==> config.mk <==
export PLATFORM = sky130hd
export DESIGN_NAME = key_debouncer_flat
export DESIGN_NICKNAME = d
export VERILOG_FILES = /design/src/rtl/key_debouncer_if.sv /design/src/rtl/key_debouncer.sv /design/src/flat_wrapper.sv
export SDC_FILE = /design/constraint.sdc
export NUM_CORES = 1
export LEC_CHECK = 0
export CORE_MARGIN = 2
export CORE_UTILIZATION = 45
export DETAILED_ROUTE_END_ITERATION = 10
export GPL_TIMING_DRIVEN = 1
export SLEW_MARGIN = 25
export SYNTH_ARGS = -nofsm -noshare
export SYNTH_HDL_FRONTEND = slang
export SYNTH_SLANG_ARGS = --single-unit
==> constraint.sdc <==
create_clock -name clk_i -period 3.3 [get_ports clk_i]
set_clock_uncertainty 0.15 [all_clocks]
set_input_delay 0.33 -clock clk_i [delete_from_list [all_inputs] [get_ports clk_i]]
set_output_delay 0.33 -clock clk_i [all_outputs]
set_load 0.02 [all_outputs]
==> src/rtl/key_debouncer_if.sv <==
// Button-side bundle for key_debouncer: raw pin in, debounced level and event strobes out.
// master is the debouncer side, slave is the consumer that drives the pin and uses the strobes.
interface key_debouncer_if;
  logic sw_i;
  logic sw_state_o;
  logic sw_down_o;
  logic sw_up_o;
  logic sw_rpt_o;
  logic sw_press_o;

  modport master (
    input  sw_i,
    output sw_state_o,
    output sw_down_o,
    output sw_up_o,
    output sw_rpt_o,
    output sw_press_o
  );

  modport slave (
    output sw_i,
    input  sw_state_o,
    input  sw_down_o,
    input  sw_up_o,
    input  sw_rpt_o,
    input  sw_press_o
  );
endinterface

==> src/rtl/key_debouncer.sv <==
// Push-button debouncer: two-flop synchronizer, consecutive-sample stability counter,
// press/release strobes and an optional hold-to-repeat FSM. All outputs come from flops.
module key_debouncer #(
  parameter int unsigned STABLE_CYCLES = 500000,
  parameter bit          ACTIVE_LOW    = 1'b1,
  parameter bit          REPEAT_EN     = 1'b0,
  parameter int unsigned REPEAT_DELAY  = 25000000,
  parameter int unsigned REPEAT_PERIOD = 5000000
) (
  input  logic clk_i,
  input  logic rst_n_i,
  key_debouncer_if.master key_if
);

  localparam int unsigned CntW   = $clog2(STABLE_CYCLES + 1);
  localparam int unsigned TimMax = (REPEAT_DELAY > REPEAT_PERIOD) ? REPEAT_DELAY : REPEAT_PERIOD;
  localparam int unsigned TimW   = $clog2(TimMax + 1);

  localparam logic [CntW-1:0] CntLast    = CntW'(STABLE_CYCLES - 1);
  localparam logic [TimW-1:0] DelayLast  = TimW'(REPEAT_DELAY - 1);
  localparam logic [TimW-1:0] PeriodLast = TimW'(REPEAT_PERIOD - 1);

  typedef enum logic [1:0] {StReleased, StHoldWait, StRepeating} rpt_st_e;

  logic            sync1_q, sync1_d, sync2_q, sync2_d;
  logic [CntW-1:0] cnt_q, cnt_d;
  logic [TimW-1:0] tim_q, tim_d;
  rpt_st_e         fsm_q, fsm_d;
  logic            state_q, state_d;
  logic            down_q, down_d;
  logic            up_q, up_d;
  logic            rpt_q, rpt_d;
  logic            press_q, press_d;
  logic            pressed;
  logic            toggle;

  // Pressed sample is 1 when the button is held, whatever the pin polarity.
  assign pressed = sync2_q ^ ACTIVE_LOW;

  always_comb begin
    sync1_d = key_if.sw_i;
    sync2_d = sync1_q;

    toggle = 1'b0;
    cnt_d  = '0;
    if (pressed != state_q) begin
      if (cnt_q == CntLast) begin
        toggle = 1'b1;
      end else begin
        cnt_d = cnt_q + 1'b1;
      end
    end

    state_d = state_q ^ toggle;
    down_d  = toggle & ~state_q;
    up_d    = toggle & state_q;

    fsm_d = fsm_q;
    tim_d = tim_q;
    rpt_d = 1'b0;
    if (REPEAT_EN) begin
      case (fsm_q)
        StReleased: begin
          tim_d = '0;
          if (down_d) fsm_d = StHoldWait;
        end
        StHoldWait: begin
          if (tim_q == DelayLast) begin
            fsm_d = StRepeating;
            tim_d = '0;
            rpt_d = 1'b1;
          end else begin
            tim_d = tim_q + 1'b1;
          end
        end
        StRepeating: begin
          if (tim_q == PeriodLast) begin
            tim_d = '0;
            rpt_d = 1'b1;
          end else begin
            tim_d = tim_q + 1'b1;
          end
        end
        default: begin
          fsm_d = StReleased;
          tim_d = '0;
        end
      endcase
      // A release wins over a coincident repeat expiry.
      if (up_d) begin
        fsm_d = StReleased;
        tim_d = '0;
        rpt_d = 1'b0;
      end
    end

    press_d = down_d | rpt_d;
  end

  always_ff @(posedge clk_i or negedge rst_n_i) begin
    if (!rst_n_i) begin
      sync1_q <= ACTIVE_LOW;
      sync2_q <= ACTIVE_LOW;
      cnt_q   <= '0;
      tim_q   <= '0;
      fsm_q   <= StReleased;
      state_q <= 1'b0;
      down_q  <= 1'b0;
      up_q    <= 1'b0;
      rpt_q   <= 1'b0;
      press_q <= 1'b0;
    end else begin
      sync1_q <= sync1_d;
      sync2_q <= sync2_d;
      cnt_q   <= cnt_d;
      tim_q   <= tim_d;
      fsm_q   <= fsm_d;
      state_q <= state_d;
      down_q  <= down_d;
      up_q    <= up_d;
      rpt_q   <= rpt_d;
      press_q <= press_d;
    end
  end

  assign key_if.sw_state_o = state_q;
  assign key_if.sw_down_o  = down_q;
  assign key_if.sw_up_o    = up_q;
  assign key_if.sw_rpt_o   = rpt_q;
  assign key_if.sw_press_o = press_q;

endmodule
==> src/flat_wrapper.sv <==
// flat-port wrapper written by rule: the top's interface ports become plain ports
module key_debouncer_flat 
#(
  parameter int unsigned STABLE_CYCLES = 500000,
  parameter bit          ACTIVE_LOW    = 1'b1,
  parameter bit          REPEAT_EN     = 1'b0,
  parameter int unsigned REPEAT_DELAY  = 25000000,
  parameter int unsigned REPEAT_PERIOD = 5000000
)
  (clk_i, rst_n_i, key_if_sw_i, key_if_sw_state_o, key_if_sw_down_o, key_if_sw_up_o, key_if_sw_rpt_o, key_if_sw_press_o);
  key_debouncer_if key_if_i ();
  input  logic clk_i;
  input  logic rst_n_i;
  input wire logic [$bits(key_if_i.sw_i)-1:0] key_if_sw_i;
  output wire logic [$bits(key_if_i.sw_state_o)-1:0] key_if_sw_state_o;
  output wire logic [$bits(key_if_i.sw_down_o)-1:0] key_if_sw_down_o;
  output wire logic [$bits(key_if_i.sw_up_o)-1:0] key_if_sw_up_o;
  output wire logic [$bits(key_if_i.sw_rpt_o)-1:0] key_if_sw_rpt_o;
  output wire logic [$bits(key_if_i.sw_press_o)-1:0] key_if_sw_press_o;
  assign key_if_i.sw_i = key_if_sw_i;
  assign key_if_sw_state_o = key_if_i.sw_state_o;
  assign key_if_sw_down_o = key_if_i.sw_down_o;
  assign key_if_sw_up_o = key_if_i.sw_up_o;
  assign key_if_sw_rpt_o = key_if_i.sw_rpt_o;
  assign key_if_sw_press_o = key_if_i.sw_press_o;
  key_debouncer #(.STABLE_CYCLES(STABLE_CYCLES), .ACTIVE_LOW(ACTIVE_LOW), .REPEAT_EN(REPEAT_EN), .REPEAT_DELAY(REPEAT_DELAY), .REPEAT_PERIOD(REPEAT_PERIOD)) u_core (.clk_i(clk_i), .rst_n_i(rst_n_i), .key_if(key_if_i));
endmodule
# After elaboration in Yosys (flattened, before gate mapping)
# Cells that the tools add are included.
dict set report word_totals {
  register_bits 24
}
dict set report classes {
  n_addsub 1
  bitwise 5
  mux 4
  eq_ne 2
}
# cell count
set ops {}
lappend ops {{19-bit two-way mux} 2}
lappend ops {{19-bit by 1-bit adder with 19-bit output, second input constant} 1}
lappend ops {{19-bit equality test, second input constant} 1}
lappend ops {{1-bit AND} 2}
lappend ops {{1-bit two-way mux} 2}
lappend ops {{1-bit NOT} 2}
lappend ops {{1-bit inequality test} 1}
lappend ops {{1-bit XOR} 1}

# Depth between registers and ports, before layout
# Gate-level depths: netlist of run 1.
dict set report depth {
  ltp_word 4
  depth_mapped 6
}

# Worst setup path after synthesis of run 1
# OpenSTA, ideal clock, no wires.
dict set report synth_path {
  path_kind {register to register}
  from {register u_core.cnt_q[0]}
  to {register u_core.cnt_q[18]}
  setup_time_ps 78
  path_stages_with_launch 6
  period_less_slack_ps 1756
  path_slack_ps 1544
  arrival_ps 1528
  cell_sequence {dfrtp_1 > ha_1 > nand3_1 > or3_1 > or3_1 > a21oi_1}
}
dict set report synth_between {
  elab_chain_cells 3
  word_cells_on_any_way 4
  cone_classes {add/sub: 1; eq/ne: 1; mux: 2}
}
# item line
set synth_lines {}
lappend synth_lines {{start: declaration} key_debouncer.sv:26} ;# logic [CntW-1:0] cnt_q, cnt_d;
lappend synth_lines {{start signal: assignment} key_debouncer.sv:115} ;# cnt_q <= cnt_d;
lappend synth_lines {{19-bit by 1-bit adder with 19-bit output / 19-bit equality test (equally long branches)} {key_debouncer.sv:50, key_debouncer.sv:47}}
lappend synth_lines {{19-bit two-way mux *} key_debouncer.sv:47} ;# if (cnt_q == CntLast) begin
lappend synth_lines {{19-bit two-way mux *} key_debouncer.sv:46} ;# if (pressed != state_q) begin
lappend synth_lines {{via u_core.cnt_d[18]} key_debouncer.sv:26}
# Mark *: on every way through the listed nets, which the timed path passes. The rest lies on a longest branch.

# Worst setup path in the final report of run 1
dict set report layout_path {
  from {register u_core.cnt_q[0]}
  to {register u_core.cnt_q[11]}
}
# Same word-level chain as after synthesis.

==> flow_metrics.py, run 1 <==
metrics = {
    "floorplan": {
        "start_util": 0.474,
        "pin_count": 8,
        "die_area_mm2": 0.00301,
        "die_x_um": 54.9,
        "core_mm2": 0.00245,
        "die_height_um": 54.9,
        "row_count": 18,
    },
    "place": {
        "postPlaceCellArea_mm2": 0.00124,
        "io_buffers": 6,
        "hpwlAfterDp_mm": 1.45,
        "dp_cells": 147,
        "gp_congestion": 0.721,
    },
    "synthesis": {
        "yosysUniqueCellTypes": 24,
        "syn_area_per_cell_um2": 10.2,
        "synth.cell_area_mm2": 0.00116,
        "ys_ff_latch": 24,
        "synth-seq-area-share": 0.518,
        "ys_warn_count": 0,
        "syn_nets": 120,
        "postSynthCellCount": 114,
    },
    "power": {
        "seq_power_share": 0.671,
        "p_sw_frac": 0.219,
        "powerDensity_mw_per_mm2": 355,
        "p_sw_w": 0.0000988,
        "clock_power_share": 0.287,
        "p_int_w": 0.000352,
        "comb_power_share": 0.042,
        "ir_drop_v": 0.000211,
        "p_leak_nw": 0.517,
    },
    "detailed_routing": {
        "drt-total-wl_mm": 1.98,
        "route.detailed.drc": 0,
        "wire_per_inst_um": 13.0,
        "drt-initial-drc-count": 12,
        "ant_nets": 0,
        "vias_per_cell": 5.32,
        "route.vias.total": 808,
        "first_pass_iters": 4,
    },
    "clock_network": {
        "clockBufferDepth": 2,
        "cts-resized-gates": 0,
        "cts_root_buffer": "clkbuf_4",
        "cts_sinks": 24,
        "tritoncts": "built",
        "post_cts_buffers": 0,
        "cts_buffers": 3,
        "clock_latency_ns": 0.31,
        "htreeDepth": 1,
        "clk_pin_slew_worst_paths_ns": 0.13,
    },
    "outcome": {
        "status": "finished clean",
    },
    "sta": {
        "hold_viol": 0,
        "grt_setup_unrepaired": "false",
        "tightest_slew_ns": 0.715,
        "fin_tns_setup_ns": 0,
        "setup_viol": 0,
        "min_period_over_period": 0.604,
        "period_minus_slack_ns": 1.99,
        "max_slew_margin": 0.523,
        "drv_slew": 0,
        "worst_hold_slack_ns": 0.215,
        "fmax_mhz": 502,
    },
    "worst_setup_path": {
        "critPathKind": "reg2reg",
        "arrival_ns": 2.02,
        "worstSetupEndpointType": "flip-flop",
        "cp_data_required_time_ns": 3.32,
        "cp-start-kind": "flip-flop",
        "critPathMaxFanout": 17,
    },
    "grt": {
        "grt_overflow": 0,
        "antenna_found_initial": 0,
        "track_usage": 0.159,
        "grt_pass1_wl_mm": 3.37,
        "grt_max_degree": 25,
        "grt_pass1_vias": 786,
    },
    "layout": {
        "layoutNonFillerInstCount": 152,
        "synthToLayoutAreaGrowth_pct": 9.35,
        "drive_above_1_share": 0.0820,
        "fin_nets": 129,
        "final_area_mm2": 0.00127,
        "n_antenna_cell": 0,
        "mostFrequentLayoutCells": "nor2_1 (22), dfrtp_1 (22), xnor2_1 (14)",
        "final_util": 0.518,
    },
    "run": {
        "drv_cap": 0,
    },
    "min_path": {
        "hold_class": "reg2reg",
    },
}
==> routing by layer <==
metal	vias to the layer above	track usage	wire [µm]
met5	-	0	0
met4	0	0.0500	12
met3	2	0.0246	34
met2	8	0.264	989
met1	398	0.212	941
li1	400	-	-
==> synthesized netlist by cell type (all sizes together) <==
library cell	count	share of area
nand3	7	0.030
nand2	4	0.013
xor2	3	0.023
o21ai	2	0.012
dfstp	2	0.045
nor3	4	0.017
mux2i	1	0.0086
and3	2	0.011
conb	1	0.0032
inv	7	0.023
xnor2	14	0.11
o221ai	1	0.0075
and4bb	2	0.022
nor4	6	0.032
nor2	22	0.071
nand4	4	0.034
ha	3	0.032
or3	3	0.016
a21oi	1	0.0043
buf	3	0.017
dfrtp	22	0.47
==> worst max-delay path, cell delays in order, from the launching register on <==
cell and delay [ns]:
dfrtp_1 0.41, ha_1 0.21, and3_1 0.22, nand2_1 0.12, o21ai_2 0.60, nor2_1 0.14
==> cell type report <==
class                           count  area (µm²)
Inverter                            7        26.3
Fill cell                         223        1180
Multi-Input combinational cell     80         514
Sequential cell                    24         603
Tap cell                           30        37.5
Timing Repair Buffer                7        65.1
Clock buffer                        4        26.3
==> worst paths after layout <==
path / start / endpoint / slack, ns / cells after the start
worst max-delay path: u_core.cnt_q[0] / u_core.cnt_q[11] / 1.31 / 5
worst min-delay path: u_core.sync1_q / u_core.sync2_q / 0.22 / 0
worst max register to register: u_core.cnt_q[0] / u_core.cnt_q[11] / 1.31 / 5
worst min register to register: u_core.sync1_q / u_core.sync2_q / 0.22 / 0
max in group asynchronous: rst_n_i / u_core.sync1_q / 2.27 / 2
min in group asynchronous: rst_n_i / u_core.cnt_q[13] / 0.36 / 2
==> state kept, by name (all words and copies together), names as in the netlist <==
register                  cells
u_core.sync2_q                1
u_core.key_if.sw_state_o      1
u_core.key_if.sw_down_o       1
u_core.sync1_q                1
u_core.key_if.sw_up_o         1
u_core.cnt_q                 19
==> power by group through the flow <==
stage,Clock [W],Sequential (W),Combinational [W]
6_report,0.000129,0.000303,0.0000190
5_1_grt,0.000148,0.000304,0.0000224
4_1_cts,0.000135,0.000303,0.0000199
3_5_place_dp,0,0.000308,0.0000189
3_3_place_gp,0,0.000308,0.0000193
2_1_floorplan,0,0.000308,0.0000107
==> through the flow <==
step	setup WS, ns	power [W]
2_1_floorplan	1.54	0.000319
5_1_grt	1.15	0.000474
4_1_cts	1.28	0.000458
3_5_place_dp	1.31	0.000327
3_3_place_gp	1.39	0.000327
6_report	1.31	0.000451
==> logic make-up (layout without fill, tap and decap cells) <==
family          Yosys count  after routing  synth area share
flops                    24             24             0.518
mux                       1              1           0.00860
compound gates            4              4            0.0237
xor+xnor                 17             17             0.128
buf+inv                  10             18            0.0398
simple gates             54             54             0.246
other cells               1              1           0.00322
fa+ha+maj                 3              3            0.0323
==> what timing repair did <==
item / in CTS / in global routing
hold buffers: 1 / 0
endpoints found under the hold margin: 22 / 0
endpoints found under the setup margin: 0 / 0
No activity file was read; power rests on OpenSTA's default activity.
==> inputs of run 2 (changes only) <==
==> constraint.sdc (replaced) <==
create_clock -name clk_i -period 1.9 [get_ports clk_i]
set_clock_uncertainty 0.15 [all_clocks]
set_input_delay 0.19 -clock clk_i [delete_from_list [all_inputs] [get_ports clk_i]]
set_output_delay 0.19 -clock clk_i [all_outputs]
set_load 0.02 [all_outputs]
==> run 2 against run 1 <==
Against the previous run: via count rose by 4.3%; count of clock-buffer cells in the layout is the same; routed wire length up 7.5%; first-iteration DRC count increased by 25%; final cell count is 3.9% higher; setup slack got worse by 1.2 ns; highest routed layer unchanged.
==> flow_metrics.py, run 2 (synthesis gave the netlist of run 1 again) <==
metrics = {
    "outcome": {
        "status": "finished clean",
    },
    "sta": {
        "fmax_mhz": 559,
        "drv_slew": 0,
        "setup_viol": 0,
        "min_period_over_period": 0.942,
        "fin_tns_setup_ns": 0,
        "grt_setup_unrepaired": "false",
        "period_minus_slack_ns": 1.79,
        "hold_viol": 0,
    },
    "clock_network": {
        "htreeDepth": 1,
        "post_cts_buffers": 0,
        "tritoncts": "built",
        "cts_root_buffer": "clkbuf_4",
        "clock_latency_ns": 0.32,
        "cts_sinks": 24,
        "clk_pin_slew_worst_paths_ns": 0.13,
        "cts_buffers": 3,
        "cts-resized-gates": 0,
        "clockBufferDepth": 2,
        "postCtsHoldBufs": 0,
    },
    "detailed_routing": {
        "drt-total-wl_mm": 2.13,
        "ant_nets": 0,
        "vias_per_cell": 5.34,
        "route.vias.total": 843,
        "first_pass_iters": 4,
        "drt-initial-drc-count": 15,
        "wire_per_inst_um": 13.5,
        "route.detailed.drc": 0,
    },
    "power": {
        "finalPower_w": 0.000830,
        "ir_drop_v": 0.000418,
        "p_leak_nw": 0.551,
        "powerDensity_mw_per_mm2": 622,
    },
    "layout": {
        "regMostFlops": "u_core.cnt_q",
        "drive_above_1_share": 0.141,
        "final_area_mm2": 0.00134,
        "synthToLayoutAreaGrowth_pct": 14.7,
        "n_antenna_cell": 0,
        "final_util": 0.544,
        "fin_nets": 135,
        "mostFrequentLayoutCells": "nor2_1 (22), dfrtp_1 (22), xnor2_1 (14)",
        "largest_register_ffs": 19,
        "layoutNonFillerInstCount": 158,
    },
    "floorplan": {
        "pin_count": 8,
        "start_util": 0.474,
        "core_mm2": 0.00245,
        "row_count": 18,
        "die_area_mm2": 0.00301,
        "die_x_um": 54.9,
        "die_height_um": 54.9,
    },
    "worst_setup_path": {
        "cp-start-kind": "flip-flop",
        "worstRegToRegCells": 4,
        "cpMaxStageDelayCell": "dfrtp_1",
        "r2r_slack_ns": 0.11,
        "critical-path-top-delay-family": "simple AND/OR/NAND/NOR gates",
        "cp_common_cell": "or3_1",
        "reg2reg_to": "u_core.cnt_q[18]",
        "crit_path_cell_trace": "nand3_1 -> or3_1 -> or3_1 -> a21oi_1",
        "critPathKind": "reg2reg",
        "crit_buf_inv": 0,
        "startpoint": "u_core.cnt_q[9]",
        "critPathCapture": "u_core.cnt_q[18]",
        "cp_data_required_time_ns": 2.01,
        "critPathMaxFanout": 6,
        "arrival_ns": 1.90,
        "worstSetupEndpointType": "flip-flop",
        "cpPeakStageDelay_ns": 0.45,
        "r2r-start": "u_core.cnt_q[9]",
        "cp.depth": 4,
    },
    "min_path": {
        "hold_class": "in2async",
    },
    "grt": {
        "grt_pass1_wl_mm": 3.57,
        "track_usage": 0.170,
        "grt_overflow": 0,
        "antenna_found_initial": 0,
        "grt_max_degree": 25,
        "grt_pass1_vias": 791,
    },
    "place": {
        "postPlaceCellArea_mm2": 0.00129,
        "dp_cells": 154,
        "hpwlAfterDp_mm": 1.51,
        "io_buffers": 6,
        "gp_congestion": 0.891,
    },
    "run": {
        "drv_cap": 0,
    },
}
-- run 2: how the worst min path moves through the flow --
stage | start | to
5_1_grt | rst_n_i | u_core.cnt_q[13]
3_3_place_gp | u_core.sync1_q | u_core.sync2_q
3_5_place_dp | u_core.sync1_q | u_core.sync2_q
6_report | rst_n_i | u_core.cnt_q[13]
4_1_cts | rst_n_i | u_core.cnt_q[13]
2_1_floorplan | rst_n_i | u_core.cnt_q[0]
-- run 2: layer usage --
metal | track usage | vias up | wire [µm]
li1 | - | 413 | -
met1 | 0.232 | 411 | 996
met2 | 0.272 | 17 | 1030
met3 | 0.0246 | 2 | 90
met4 | 0.0625 | 0 | 14
met5 | 0 | - | 0
-- run 2: layout make-up --
| type | count | area [µm²] |
|---|---|---|
| fill | 225 | 1120 |
| sequential | 24 | 603 |
| multi-input combinational | 80 | 519 |
| timing repair buffer | 13 | 113 |
| tap | 30 | 37.5 |
| clock buffer | 4 | 36.3 |
| inverter | 7 | 26.3 |
-- run 2: worst register-to-register path, delay by kind of cell (launching register included) --
family / cells / cell delay, ns
simple gates: 3 / 0.98
flops: 1 / 0.45
compound gates: 1 / 0.15
-- run 2: stage by stage --
step	worst slack [ns]	hold slack [ns]
finish	0.110	0.0572
global route	0.00661	0.108
CTS	0.0620	0.0591
detailed placement	0.112	0.198
global placement	0.176	0.196
floorplan	0.144	-0.256
-- run 2: power by group --
| group | switching [W] | total [W] | internal, W |
|---|---|---|---|
| Sequential | 0.00000641 | 0.000526 | 0.000520 |
| Clock | 0.000149 | 0.000266 | 0.000117 |
| Combinational | 0.0000235 | 0.0000376 | 0.0000141 |
==> inputs of run 3 (changes only) <==
==> constraint.sdc (replaced) <==
create_clock -name clk_i -period 1.9 [get_ports clk_i]
set_clock_uncertainty 0.15 [all_clocks]
set_input_delay 0.475 -clock clk_i [delete_from_list [all_inputs] [get_ports clk_i]]
set_output_delay 0.475 -clock clk_i [all_outputs]
set_load 0.02 [all_outputs]
==> run 3 against run 2 <==
Against the previous run: critical path type is now reg2out; sequential power about the same; critical path depth down 3; combinational power grew 11%; largest cell class unchanged; final cell count grew 0.63%; global-route usage is 1.7 points higher.
==> flow_metrics.py, run 3 (synthesis gave the netlist of run 1 again) <==
metrics = {
    "layout": {
        "synthToLayoutAreaGrowth_pct": 17.5,
        "final_util": 0.557,
        "drive_above_1_share": 0.155,
        "n_antenna_cell": 0,
        "mostFrequentLayoutCells": "nor2_1 (22), dfrtp_1 (22), xnor2_1 (14)",
        "fin_nets": 136,
        "regMostFlops": "u_core.cnt_q",
        "largest_register_ffs": 19,
    },
    "sta": {
        "period_minus_slack_ns": 1.77,
        "hold_viol": 0,
        "drv_slew": 0,
        "setup_viol": 0,
        "grt_setup_unrepaired": "false",
        "fin_tns_setup_ns": 0,
        "fmax_mhz": 564,
        "worst_slack_ns": 0.127,
        "min_period_over_period": 0.933,
    },
    "detailed_routing": {
        "first_pass_iters": 4,
        "vias_per_cell": 5.44,
        "route.vias.total": 865,
        "route.detailed.drc": 0,
        "drt-initial-drc-count": 19,
        "ant_nets": 0,
        "drt-total-wl_mm": 2.17,
        "wire_per_inst_um": 13.6,
    },
    "worst_setup_path": {
        "worstSetupEndpointType": "output pin",
        "critPathMaxFanout": 5,
        "cpPeakStageDelay_ns": 0.47,
        "cp-start-kind": "flip-flop",
        "critical-path-top-delay-family": "flip-flops",
        "critPathCapture": "key_if_sw_state_o",
        "worstRegToRegCells": 4,
        "cpMaxStageDelayCell": "dfrtp_1",
        "cp.depth": 1,
        "cp_data_required_time_ns": 1.27,
        "critPathKind": "reg2out",
        "r2r-start": "u_core.cnt_q[9]",
        "reg2reg_to": "u_core.cnt_q[18]",
        "crit_path_cell_trace": "dlygate4sd2_1",
        "arrival_ns": 1.15,
        "crit_buf_inv": 1,
        "r2r_slack_ns": 0.13,
        "startpoint": "u_core.key_if.sw_state_o",
    },
    "clock_network": {
        "htreeDepth": 1,
        "cts_root_buffer": "clkbuf_4",
        "cts_sinks": 24,
        "clockBufferDepth": 2,
        "cts_buffers": 3,
        "tritoncts": "built",
        "clock_latency_ns": 0.32,
        "clk_pin_slew_worst_paths_ns": 0.13,
        "postCtsHoldBufs": 0,
    },
    "grt": {
        "grt_pass1_wl_mm": 3.78,
        "grt_overflow": 0,
        "antenna_found_initial": 0,
        "track_usage": 0.187,
        "grt_pass1_vias": 835,
        "grt_max_degree": 25,
    },
    "power": {
        "comb_power_share": 0.044,
        "powerDensity_mw_per_mm2": 687,
        "p_leak_nw": 0.586,
        "clock_power_share": 0.397,
        "p_sw_w": 0.000189,
        "ir_drop_v": 0.000552,
        "seq_power_share": 0.559,
        "p_sw_frac": 0.202,
        "p_int_w": 0.000750,
    },
    "floorplan": {
        "die_x_um": 54.9,
        "die_area_mm2": 0.00301,
        "start_util": 0.474,
        "die_height_um": 54.9,
        "row_count": 18,
        "core_mm2": 0.00245,
        "pin_count": 8,
    },
    "place": {
        "gp_congestion": 0.843,
        "hpwlAfterDp_mm": 1.59,
        "io_buffers": 6,
        "post-place-ws_ns": 0.0869,
    },
    "run": {
        "drv_cap": 0,
    },
    "min_path": {
        "hold_class": "reg2reg",
    },
    "outcome": {
        "status": "finished clean",
    },
}
run 3: worst min path at each step:
stage,from,to,slack [ns],cells past startpoint
CTS,u_core.sync1_q,u_core.sync2_q,0.22,0
finish,u_core.sync1_q,u_core.sync2_q,0.21,0
global route,u_core.sync1_q,u_core.sync2_q,0.23,0
global placement,u_core.sync1_q,u_core.sync2_q,0.20,0
floorplan,rst_n_i,u_core.cnt_q[0],0.03,0
detailed placement,u_core.sync1_q,u_core.sync2_q,0.20,0
run 3: layout make-up:
| type | count | area [µm²] |
|---|---|---|
| flip-flops and latches | 24 | 603 |
| well taps | 30 | 37.5 |
| clock buffers | 3 | 22.5 |
| fillers | 228 | 1090 |
| clock inverters | 1 | 30.0 |
| inverters | 7 | 26.3 |
| multi-input cells | 80 | 520 |
| repair buffers | 14 | 128 |
run 3: power groups by stage:
stage / Combinational (W) / Clock, W / Sequential, W
floorplan: 0.0000187 / 0 / 0.000535
global placement: 0.0000404 / 0 / 0.000535
detailed placement: 0.0000403 / 0 / 0.000536
CTS: 0.0000405 / 0.000385 / 0.000526
global route: 0.0000493 / 0.000405 / 0.000527
finish: 0.0000417 / 0.000373 / 0.000525
run 3: metal layers:
| layer | up-vias | track usage | routed length [µm] |
|---|---|---|---|
| li1 | 411 | - | - |
| met1 | 428 | 0.246 | 960 |
| met4 | 0 | 0.0625 | 31 |
| met5 | - | 0 | 0 |
| met3 | 5 | 0.0574 | 121 |
| met2 | 21 | 0.290 | 1050 |
run 3: per-stage QoR:
step	area (µm²)	instances	power [W]	hold WS, ns
after global placement	1310	154	0.000575	0.197
after CTS	1350	158	0.000952	0.216
after floorplan	1160	114	0.000553	0.0294
after detailed placement	1310	154	0.000576	0.197
after global routing	1370	159	0.000982	0.226
final	1370	159	0.000940	0.214
run 3: repair_timing:
item / 4_1_cts / 5_1_grt
gates resized for setup: 4 / 2
cloned: 0 / 0
buffers inserted: 0 / 1
endpoints found under the setup margin: 4 / 2
